### config.mk
export PLATFORM = sky130hd
export DESIGN_NAME = bj_predict_unit_flat
export DESIGN_NICKNAME = d
export VERILOG_FILES = /design/src/rtl/bj_predict_unit_if.sv /design/src/rtl/bj_predict_unit.sv /design/src/flat_wrapper.sv
export SDC_FILE = /design/constraint.sdc
export NUM_CORES = 2
export LEC_CHECK = 0
export ABC_CLOCK_PERIOD_IN_PS = 61900
export CAP_MARGIN = 10
export CORE_MARGIN = 10
export CORE_UTILIZATION = 40
export DETAILED_ROUTE_END_ITERATION = 8
export HOLD_SLACK_MARGIN = 0.06
export PLACE_DENSITY = 0.59
export SETUP_SLACK_MARGIN = 0.2
export SLEW_MARGIN = 20
export SYNTH_ARGS = -nofsm -noshare
export SYNTH_HDL_FRONTEND = slang
export SYNTH_SLANG_ARGS = --single-unit
### constraint.sdc
create_clock -name CLK -period 61.9 [get_ports CLK]
set_clock_uncertainty 0.1 [all_clocks]
set_input_delay 12.38 -clock CLK [delete_from_list [all_inputs] [get_ports CLK]]
set_output_delay 12.38 -clock CLK [all_outputs]
set_load 0.05 [all_outputs]
### src/rtl/bj_predict_unit_if.sv
// Fetch-lookup and execute-resolve bundle for bj_predict_unit.
// The master side drives fetch/execute requests; the slave is the unit itself.
interface bj_predict_unit_if #(
    parameter int XLEN      = 32,
    parameter int CNT_WIDTH = 16
);
    logic                 F_VALID;
    logic [XLEN-1:0]      F_PC;
    logic                 PRED_TAKEN;
    logic [XLEN-1:0]      PRED_TARGET;
    logic                 E_VALID;
    logic [1:0]           BJ_CTRL;
    logic [2:0]           FUNC3;
    logic [XLEN-1:0]      E_PC;
    logic [XLEN-1:0]      E_IMM;
    logic [XLEN-1:0]      E_RS1;
    logic                 ZERO;
    logic                 SIGN_BIT;
    logic                 SLTU_BIT;
    logic                 E_PRED_TAKEN;
    logic [XLEN-1:0]      E_PRED_TARGET;
    logic                 FLUSH;
    logic [XLEN-1:0]      REDIRECT_PC;
    logic                 BRANCH_SEL;
    logic [XLEN-1:0]      B_PC;
    logic [CNT_WIDTH-1:0] BRANCH_COUNT;
    logic [CNT_WIDTH-1:0] MISPREDICT_COUNT;

    modport master (
        output F_VALID, F_PC, E_VALID, BJ_CTRL, FUNC3, E_PC, E_IMM, E_RS1,
               ZERO, SIGN_BIT, SLTU_BIT, E_PRED_TAKEN, E_PRED_TARGET,
        input  PRED_TAKEN, PRED_TARGET, FLUSH, REDIRECT_PC, BRANCH_SEL, B_PC,
               BRANCH_COUNT, MISPREDICT_COUNT
    );

    modport slave (
        input  F_VALID, F_PC, E_VALID, BJ_CTRL, FUNC3, E_PC, E_IMM, E_RS1,
               ZERO, SIGN_BIT, SLTU_BIT, E_PRED_TAKEN, E_PRED_TARGET,
        output PRED_TAKEN, PRED_TARGET, FLUSH, REDIRECT_PC, BRANCH_SEL, B_PC,
               BRANCH_COUNT, MISPREDICT_COUNT
    );
endinterface

### src/rtl/bj_predict_unit.sv
// Branch/jump resolution with a direct-mapped BHT (2-bit counters) and tagged BTB.
// Fetch lookup is combinational; execute resolve/flush is registered one cycle later.
module bj_predict_unit #(
    parameter int XLEN      = 32,
    parameter int IDX_BITS  = 4,
    parameter int CNT_WIDTH = 16
) (
    input logic              CLK,
    input logic              RESET,
    bj_predict_unit_if.slave bus
);
    localparam int ENTRIES = 2**IDX_BITS;
    localparam int TAG_W   = XLEN - IDX_BITS - 2;
    localparam logic [XLEN-1:0] ALIGN_MASK = {{(XLEN-1){1'b1}}, 1'b0};

    logic [ENTRIES-1:0][1:0]       bht_q, bht_d;
    logic [ENTRIES-1:0]            btb_valid_q, btb_valid_d;
    logic [ENTRIES-1:0]            btb_jump_q, btb_jump_d;
    logic [ENTRIES-1:0][TAG_W-1:0] btb_tag_q, btb_tag_d;
    logic [ENTRIES-1:0][XLEN-1:0]  btb_target_q, btb_target_d;

    logic                 flush_q, flush_d;
    logic                 branch_sel_q, branch_sel_d;
    logic [XLEN-1:0]      redirect_pc_q, redirect_pc_d;
    logic [XLEN-1:0]      b_pc_q, b_pc_d;
    logic [CNT_WIDTH-1:0] branch_count_q, branch_count_d;
    logic [CNT_WIDTH-1:0] mispredict_count_q, mispredict_count_d;

    logic [IDX_BITS-1:0] f_idx, e_idx;
    logic [TAG_W-1:0]    f_tag, e_tag;
    logic                f_hit, f_taken;

    logic            active, is_branch, cond_ok, cond_taken, taken, mispredict;
    logic [XLEN-1:0] jalr_sum, target;

    // Lookup reads only _q state, so a same-cycle update to the same index is not visible yet.
    assign f_idx   = bus.F_PC[IDX_BITS+1:2];
    assign f_tag   = bus.F_PC[XLEN-1:IDX_BITS+2];
    assign f_hit   = bus.F_VALID & btb_valid_q[f_idx] & (btb_tag_q[f_idx] == f_tag);
    assign f_taken = f_hit & (btb_jump_q[f_idx] | bht_q[f_idx][1]);

    assign bus.PRED_TAKEN  = f_taken;
    assign bus.PRED_TARGET = f_taken ? btb_target_q[f_idx] : bus.F_PC + XLEN'(4);

    always_comb begin
        e_idx      = bus.E_PC[IDX_BITS+1:2];
        e_tag      = bus.E_PC[XLEN-1:IDX_BITS+2];
        // Whatever arrives while a flush is out is wrong-path work.
        active     = bus.E_VALID & (bus.BJ_CTRL != 2'b00) & ~flush_q;
        is_branch  = (bus.BJ_CTRL == 2'b01);
        cond_ok    = 1'b1;
        cond_taken = 1'b0;
        case (bus.FUNC3)
            3'b000:  cond_taken = bus.ZERO;
            3'b001:  cond_taken = ~bus.ZERO;
            3'b100:  cond_taken = bus.SIGN_BIT;
            3'b101:  cond_taken = ~bus.SIGN_BIT;
            3'b110:  cond_taken = bus.SLTU_BIT;
            3'b111:  cond_taken = ~bus.SLTU_BIT;
            default: cond_ok    = 1'b0;
        endcase
        jalr_sum   = bus.E_RS1 + bus.E_IMM;
        target     = (bus.BJ_CTRL == 2'b11) ? (jalr_sum & ALIGN_MASK) : bus.E_PC + bus.E_IMM;
        taken      = is_branch ? cond_taken : 1'b1;
        mispredict = (taken != bus.E_PRED_TAKEN) | (taken & (target != bus.E_PRED_TARGET));

        bht_d              = bht_q;
        btb_valid_d        = btb_valid_q;
        btb_jump_d         = btb_jump_q;
        btb_tag_d          = btb_tag_q;
        btb_target_d       = btb_target_q;
        flush_d            = 1'b0;
        branch_sel_d       = 1'b0;
        redirect_pc_d      = redirect_pc_q;
        b_pc_d             = b_pc_q;
        branch_count_d     = branch_count_q;
        mispredict_count_d = mispredict_count_q;

        if (active) begin
            flush_d       = mispredict;
            branch_sel_d  = taken;
            b_pc_d        = target;
            redirect_pc_d = taken ? target : bus.E_PC + XLEN'(4);
            if (branch_count_q != '1)
                branch_count_d = branch_count_q + CNT_WIDTH'(1);
            if (mispredict && (mispredict_count_q != '1))
                mispredict_count_d = mispredict_count_q + CNT_WIDTH'(1);
            if (is_branch && cond_ok) begin
                if (taken && (bht_q[e_idx] != 2'b11))
                    bht_d[e_idx] = bht_q[e_idx] + 2'b01;
                else if (!taken && (bht_q[e_idx] != 2'b00))
                    bht_d[e_idx] = bht_q[e_idx] - 2'b01;
            end
            if (taken) begin
                btb_valid_d[e_idx]  = 1'b1;
                btb_jump_d[e_idx]   = ~is_branch;
                btb_tag_d[e_idx]    = e_tag;
                btb_target_d[e_idx] = target;
            end
        end
    end

    always_ff @(posedge CLK or posedge RESET) begin
        if (RESET) begin
            bht_q              <= {ENTRIES{2'b01}};
            btb_valid_q        <= '0;
            btb_jump_q         <= '0;
            btb_tag_q          <= '0;
            btb_target_q       <= '0;
            flush_q            <= 1'b0;
            branch_sel_q       <= 1'b0;
            redirect_pc_q      <= '0;
            b_pc_q             <= '0;
            branch_count_q     <= '0;
            mispredict_count_q <= '0;
        end else begin
            bht_q              <= bht_d;
            btb_valid_q        <= btb_valid_d;
            btb_jump_q         <= btb_jump_d;
            btb_tag_q          <= btb_tag_d;
            btb_target_q       <= btb_target_d;
            flush_q            <= flush_d;
            branch_sel_q       <= branch_sel_d;
            redirect_pc_q      <= redirect_pc_d;
            b_pc_q             <= b_pc_d;
            branch_count_q     <= branch_count_d;
            mispredict_count_q <= mispredict_count_d;
        end
    end

    assign bus.FLUSH            = flush_q;
    assign bus.BRANCH_SEL       = branch_sel_q;
    assign bus.REDIRECT_PC      = redirect_pc_q;
    assign bus.B_PC             = b_pc_q;
    assign bus.BRANCH_COUNT     = branch_count_q;
    assign bus.MISPREDICT_COUNT = mispredict_count_q;
endmodule

### src/flat_wrapper.sv
// flat-port wrapper written by rule: the top's interface ports become plain ports
module bj_predict_unit_flat 
#(
    parameter int XLEN      = 32,
    parameter int IDX_BITS  = 4,
    parameter int CNT_WIDTH = 16
)
  (CLK, RESET, bus_F_VALID, bus_F_PC, bus_E_VALID, bus_BJ_CTRL, bus_FUNC3, bus_E_PC, bus_E_IMM, bus_E_RS1, bus_ZERO, bus_SIGN_BIT, bus_SLTU_BIT, bus_E_PRED_TAKEN, bus_E_PRED_TARGET, bus_PRED_TAKEN, bus_PRED_TARGET, bus_FLUSH, bus_REDIRECT_PC, bus_BRANCH_SEL, bus_B_PC, bus_BRANCH_COUNT, bus_MISPREDICT_COUNT);
  bj_predict_unit_if #(.XLEN(XLEN), .CNT_WIDTH(CNT_WIDTH)) bus_i ();
  input logic CLK;
  input logic RESET;
  input wire logic [$bits(bus_i.F_VALID)-1:0] bus_F_VALID;
  input wire logic [$bits(bus_i.F_PC)-1:0] bus_F_PC;
  input wire logic [$bits(bus_i.E_VALID)-1:0] bus_E_VALID;
  input wire logic [$bits(bus_i.BJ_CTRL)-1:0] bus_BJ_CTRL;
  input wire logic [$bits(bus_i.FUNC3)-1:0] bus_FUNC3;
  input wire logic [$bits(bus_i.E_PC)-1:0] bus_E_PC;
  input wire logic [$bits(bus_i.E_IMM)-1:0] bus_E_IMM;
  input wire logic [$bits(bus_i.E_RS1)-1:0] bus_E_RS1;
  input wire logic [$bits(bus_i.ZERO)-1:0] bus_ZERO;
  input wire logic [$bits(bus_i.SIGN_BIT)-1:0] bus_SIGN_BIT;
  input wire logic [$bits(bus_i.SLTU_BIT)-1:0] bus_SLTU_BIT;
  input wire logic [$bits(bus_i.E_PRED_TAKEN)-1:0] bus_E_PRED_TAKEN;
  input wire logic [$bits(bus_i.E_PRED_TARGET)-1:0] bus_E_PRED_TARGET;
  output wire logic [$bits(bus_i.PRED_TAKEN)-1:0] bus_PRED_TAKEN;
  output wire logic [$bits(bus_i.PRED_TARGET)-1:0] bus_PRED_TARGET;
  output wire logic [$bits(bus_i.FLUSH)-1:0] bus_FLUSH;
  output wire logic [$bits(bus_i.REDIRECT_PC)-1:0] bus_REDIRECT_PC;
  output wire logic [$bits(bus_i.BRANCH_SEL)-1:0] bus_BRANCH_SEL;
  output wire logic [$bits(bus_i.B_PC)-1:0] bus_B_PC;
  output wire logic [$bits(bus_i.BRANCH_COUNT)-1:0] bus_BRANCH_COUNT;
  output wire logic [$bits(bus_i.MISPREDICT_COUNT)-1:0] bus_MISPREDICT_COUNT;
  assign bus_i.F_VALID = bus_F_VALID;
  assign bus_i.F_PC = bus_F_PC;
  assign bus_i.E_VALID = bus_E_VALID;
  assign bus_i.BJ_CTRL = bus_BJ_CTRL;
  assign bus_i.FUNC3 = bus_FUNC3;
  assign bus_i.E_PC = bus_E_PC;
  assign bus_i.E_IMM = bus_E_IMM;
  assign bus_i.E_RS1 = bus_E_RS1;
  assign bus_i.ZERO = bus_ZERO;
  assign bus_i.SIGN_BIT = bus_SIGN_BIT;
  assign bus_i.SLTU_BIT = bus_SLTU_BIT;
  assign bus_i.E_PRED_TAKEN = bus_E_PRED_TAKEN;
  assign bus_i.E_PRED_TARGET = bus_E_PRED_TARGET;
  assign bus_PRED_TAKEN = bus_i.PRED_TAKEN;
  assign bus_PRED_TARGET = bus_i.PRED_TARGET;
  assign bus_FLUSH = bus_i.FLUSH;
  assign bus_REDIRECT_PC = bus_i.REDIRECT_PC;
  assign bus_BRANCH_SEL = bus_i.BRANCH_SEL;
  assign bus_B_PC = bus_i.B_PC;
  assign bus_BRANCH_COUNT = bus_i.BRANCH_COUNT;
  assign bus_MISPREDICT_COUNT = bus_i.MISPREDICT_COUNT;
  bj_predict_unit #(.XLEN(XLEN), .IDX_BITS(IDX_BITS), .CNT_WIDTH(CNT_WIDTH)) u_core (.CLK(CLK), .RESET(RESET), .bus(bus_i));
endmodule
==> results by stage <==
Status:
- The run finished with clean final reports.

Setup path:
- The worst-case register-to-register setup slack is 57.48 ns.
- The capture instance of the worst register-to-register path is u_core.btb_tag_q[108].
- Counting cells, the worst reg-to-reg path comes to 8.
- The worst setup path is launched from a primary input.
- The data arrival time at the worst-slack endpoint is between 15 and 20 ns.
- The critical path ends at bus_PRED_TARGET[30].
- The cell that appears most often on the critical path is sky130_fd_sc_hd__and3_1.
- The signal on the critical path passes through buf_8 > buf_4 > buf_12 > ha_1 > and3_1 > and3_1 > inv_1 > nor2_1 > inv_1 > nor3_1 > and3_1 > nor2b_1 > nand4_1 > xnor2_1 > mux2_2 > clkdlybuf4s50_1.
- The maximum fanout encountered on the critical timing path is 95.
- Broken down by cell family, the worst path's largest delay share belongs to buffers and inverters.
- At the worst endpoint, the required time is ~49 ns.
- The worst setup path is captured at a primary output.
- The cell at the slowest stage of the critical path is sky130_fd_sc_hd__buf_4.
- The start-to-end type of the worst setup path is primary input to primary output.
- The largest single stage delay on the critical path is 0.76 ns.
- The startpoint of the most critical register-to-register path is u_core.bus.FLUSH.
- The count of buffering cells on the critical path with inverters included is 6.
- Tracing the worst setup path back leads to its startpoint at bus_F_PC[2].
- The critical path crosses 16 cells after its start point.

Timing:
- The hold violation count in the final report is 0.
- The clock period could shrink to a little over 30 ns.
- The post-route worst hold slack is ~0.36 ns.
- In this run the tightest slew margin relative to its limit is a little under a fifth.
- Setup repair after global routing left no endpoint under its margin.
- The part of the cycle the worst path needs is between 40% and 50%.
- Setup violations remaining at the end of the flow were counted as 0.
- Setup slack on the critical path of the routed design comes to ~31 ns.
- In the final timing run, aggregate negative setup slack is 0 ns.
- The achievable frequency is 32.9 MHz.
- At the pin with the least slew margin, the transition time is 1.23 ns.
- The number of slew-limit violations in the final report is 0.

GRT:
- The global router's overall resource usage is 22.1%.
- After global routing the overflow that remains totals 0.
- The first global-routing pass estimated between 200000 and 300000 um of wire.
- The number of antenna violations at the first check in global routing is 18.
- The number of global-route vias before repair was 38252.
- Entering global routing, the biggest net connects 152 pins.

Logic synthesis:
- The number of nets in the synthesized netlist is around 4900.
- The fraction of the yosys area taken by sequential cells is around 50%.
- The synthesized design contains 0 enable-type register cells.
- In this run, distinct cell masters in the synthesized netlist total 83.
- Summing every instance area after synthesis gives ~54000 um^2.
- For this run, the leading register cell type out of synthesis is sky130_fd_sc_hd__dfrtp_1.
- Synthesis produced 4697 cells.
- Averaged over all synthesized cells, the footprint is around 12 um^2.
- The fraction of post-synthesis cell area in the top cell type by area is between 40% and 50%.
- Counting instances in the post-synthesis netlist gives the leading cell types as sky130_fd_sc_hd__dfrtp_1, sky130_fd_sc_hd__nand2_1, sky130_fd_sc_hd__o21ai_0.
- The synthesized design spends more area on one cell type than any other, namely sky130_fd_sc_hd__dfrtp_1.
- The count of state elements after synthesis is ~1100.
- Yosys attributes the largest share of cell area to sky130_fd_sc_hd__dfrtp_1, sky130_fd_sc_hd__mux4_2, sky130_fd_sc_hd__mux2_2.
- The most instantiated library cell after synthesis is sky130_fd_sc_hd__dfrtp_1.
- In the synthesized netlist the async set-or-reset flop fraction comes to 100%.
- The total of warnings raised by yosys is 0.

Final layout:
- The area added between synthesis and finish is 15.5%.
- The net count reported at finish is ~5000.
- Cells with a size suffix above 1 make up between 20% and 30% of the layout.

Power and ir drop:
- The total power divided by cell area is 35.6 nW/um^2.
- The static leakage is 27.2 nW.
- The post-route total power is between 2 and 2.5 mW.
- Across the VDD grid, the largest voltage drop is about 0.022 mV.

Floorplanning:
- The number of rows in the core area is 135.
- The initial cell density of the core is between 40% and 50%.
- The die is about 400 um tall.
- The number of placed I/O pins is roughly 300.
- The horizontal die dimension is ~390 um.
- The area of the die is between 150000 and 200000 um^2.
- The core box area is 135000 um^2.

CTS:
- TritonCTS built the clock tree.
- Clock-pin slew was measured on the worst setup and hold paths at 0.06 ns.
- The later pin in the worst-skew pair is clocked with a latency of 0.74 ns.
- The count of cells resized by post-cts repair is 0.
- The clock net in this run drives a total of around 1100 sinks.
- The count of buffers added by post-CTS timing repair for setup is 0.
- Clock tree synthesis selected as its root buffer the cell sky130_fd_sc_hd__clkbuf_16.
- The post-cts hold buffer count is 0.
- The number of buffers on the longest clock path is 3.
- The H-tree depth is 3.
- TritonCTS created 109 clock buffers.

Detailed routing:
- The detail route stage leaves a number of antenna-violating nets equal to 0.
- The final routed wire length divided by cell count is ~25 um.
- After detailed routing, the number of vias per cell comes to around 5.7.
- In the routed design, unresolved DRC markers number 0.
- The total met2 wirelength after detailed routing is between 80000 and 90000 um.
- Detailed routing inserted a total of around 38000 vias.
- The wire length on met3 is about 8000 um.
- The highest layer used for signal routing is met5.
- In the final routing, the length of wire on met1 measures a little over 70000 um.
- The total wire length after detailed routing is 169000 um.
- The first routing iteration left a little under 3000 violations.
- The first detailed-routing pass ran for 6 iterations.

Min path:
- The path class of the lowest-slack min-delay path is register to register.

Placed design:
- The placed wire-length estimate after detailed placement is 112000 um.
- During placement, the flow inserted port buffers numbering ~300.
- Before CTS, the worst setup slack after placement is roughly 31 ns.
- At the end of routability-driven placement, the weighted congestion stood at about 0.91.

Job:
- Max-cap violations in this run came to 0.
state kept, by name (all words and copies together) (netlist names), 32 cells and up, named ones only:
register,flops
u_core.btb_tag_q,416
u_core.bus.REDIRECT_PC,32
u_core.bus.B_PC,32
u_core.btb_target_q,512
placed cells by master (no fill, tap or decap), types with 16 or more instances in the layout:
cell	netlist	final
sky130_fd_sc_hd__a21oi_1	99	94
sky130_fd_sc_hd__a21o_1	28	28
sky130_fd_sc_hd__nand3_1	75	60
sky130_fd_sc_hd__diode_2	0	17
sky130_fd_sc_hd__nor3_1	39	38
sky130_fd_sc_hd__nand2b_1	33	33
sky130_fd_sc_hd__clkbuf_8	0	26
sky130_fd_sc_hd__inv_1	31	29
sky130_fd_sc_hd__clkbuf_16	0	109
sky130_fd_sc_hd__buf_4	1	74
sky130_fd_sc_hd__xnor2_1	106	105
sky130_fd_sc_hd__o21ai_0	644	644
sky130_fd_sc_hd__clkdlybuf4s50_1	0	298
sky130_fd_sc_hd__mux4_2	303	303
sky130_fd_sc_hd__nor2_1	117	115
sky130_fd_sc_hd__xor2_1	66	66
sky130_fd_sc_hd__dfrtp_1	1074	1074
sky130_fd_sc_hd__and2_1	20	19
sky130_fd_sc_hd__clkinv_2	0	24
sky130_fd_sc_hd__nand4_1	53	53
sky130_fd_sc_hd__clkbuf_1	335	21
sky130_fd_sc_hd__nand2_1	723	721
sky130_fd_sc_hd__o211ai_1	19	19
sky130_fd_sc_hd__ha_1	70	70
sky130_fd_sc_hd__dfstp_2	16	16
sky130_fd_sc_hd__mux2_2	467	467
sky130_fd_sc_hd__mux2i_1	17	16
sky130_fd_sc_hd__and3_1	31	31
per-layer routing:
metal,global-route usage [%],vias up
li1,-,17124
met1,28.6,19621
met2,37.6,1005
met3,3.21,269
met4,7.90,4
met5,0,-
power breakdown:
part / internal, mW / leakage [nW] / switching, mW
registers: 0.892 / 14.0 / 0.0973
logic: 0.251 / 11.3 / 0.296
clock network: 0.406 / 1.87 / 0.292
stage by stage:
| step | cell area (um^2) | util [%] | std cells |
|---|---|---|---|
| after global routing | 62800 | 46.4 | 6660 |
| final | 62800 | 46.4 | 6667 |
| after detailed placement | 59000 | 43.6 | 6446 |
| after floorplan | 54400 | - | 4697 |
| after CTS | 62800 | 46.4 | 6649 |
| after global placement | 59000 | 43.6 | 6446 |
worst register-to-register path: stages (launching register included):
cell                       delay (ns)
sky130_fd_sc_hd__dfrtp_1         0.38
sky130_fd_sc_hd__nand2b_1        0.21
sky130_fd_sc_hd__nor2_2          0.78
sky130_fd_sc_hd__nand2_1         0.17
sky130_fd_sc_hd__clkinv_1        0.28
sky130_fd_sc_hd__buf_4           0.48
sky130_fd_sc_hd__nand3_4         0.83
sky130_fd_sc_hd__buf_4           0.69
sky130_fd_sc_hd__mux2_2          0.39
worst min path at each step:
stage / start / endpoint / slack (ns) / cells past startpoint
finish: u_core.btb_valid_q[8] / u_core.btb_valid_q[8] / 0.36 / 1
global placement: u_core.btb_valid_q[2] / u_core.btb_valid_q[2] / 0.34 / 1
detailed placement: u_core.btb_valid_q[14] / u_core.btb_valid_q[14] / 0.35 / 1
CTS: u_core.btb_valid_q[14] / u_core.btb_valid_q[14] / 0.37 / 1
floorplan: u_core.btb_valid_q[10] / u_core.btb_valid_q[10] / 0.33 / 1
global route: u_core.btb_valid_q[14] / u_core.btb_valid_q[14] / 0.38 / 1
final cells by class:
type | count | area [um^2]
diodes | 17 | 42.5
clock inverters | 47 | 611
inverters | 31 | 124
fillers | 12155 | 72500
flip-flops and latches | 1090 | 27300
well taps | 1781 | 2230
clock buffers | 156 | 3160
repair buffers | 380 | 3660
multi-input cells | 3165 | 25700
cells by family (layout without fill, tap and decap cells):
| kind of cell | after synthesis | in the layout | share of synthesized area (%) |
|---|---|---|---|
| XOR/XNOR | 177 | 177 | 2.98 |
| AND/OR/NAND/NOR | 1170 | 1170 | 9.48 |
| multiplexers | 789 | 789 | 22.6 |
| AO/OA/AOI/OAI | 957 | 957 | 9.97 |
| flip-flops | 1090 | 1090 | 50.2 |
| other | 0 | 17 | 0 |
| buffers and inverters | 442 | 614 | 3.12 |
| adder cells (fa/ha/maj) | 72 | 72 | 1.68 |
No activity file was read; power rests on OpenSTA's default activity.
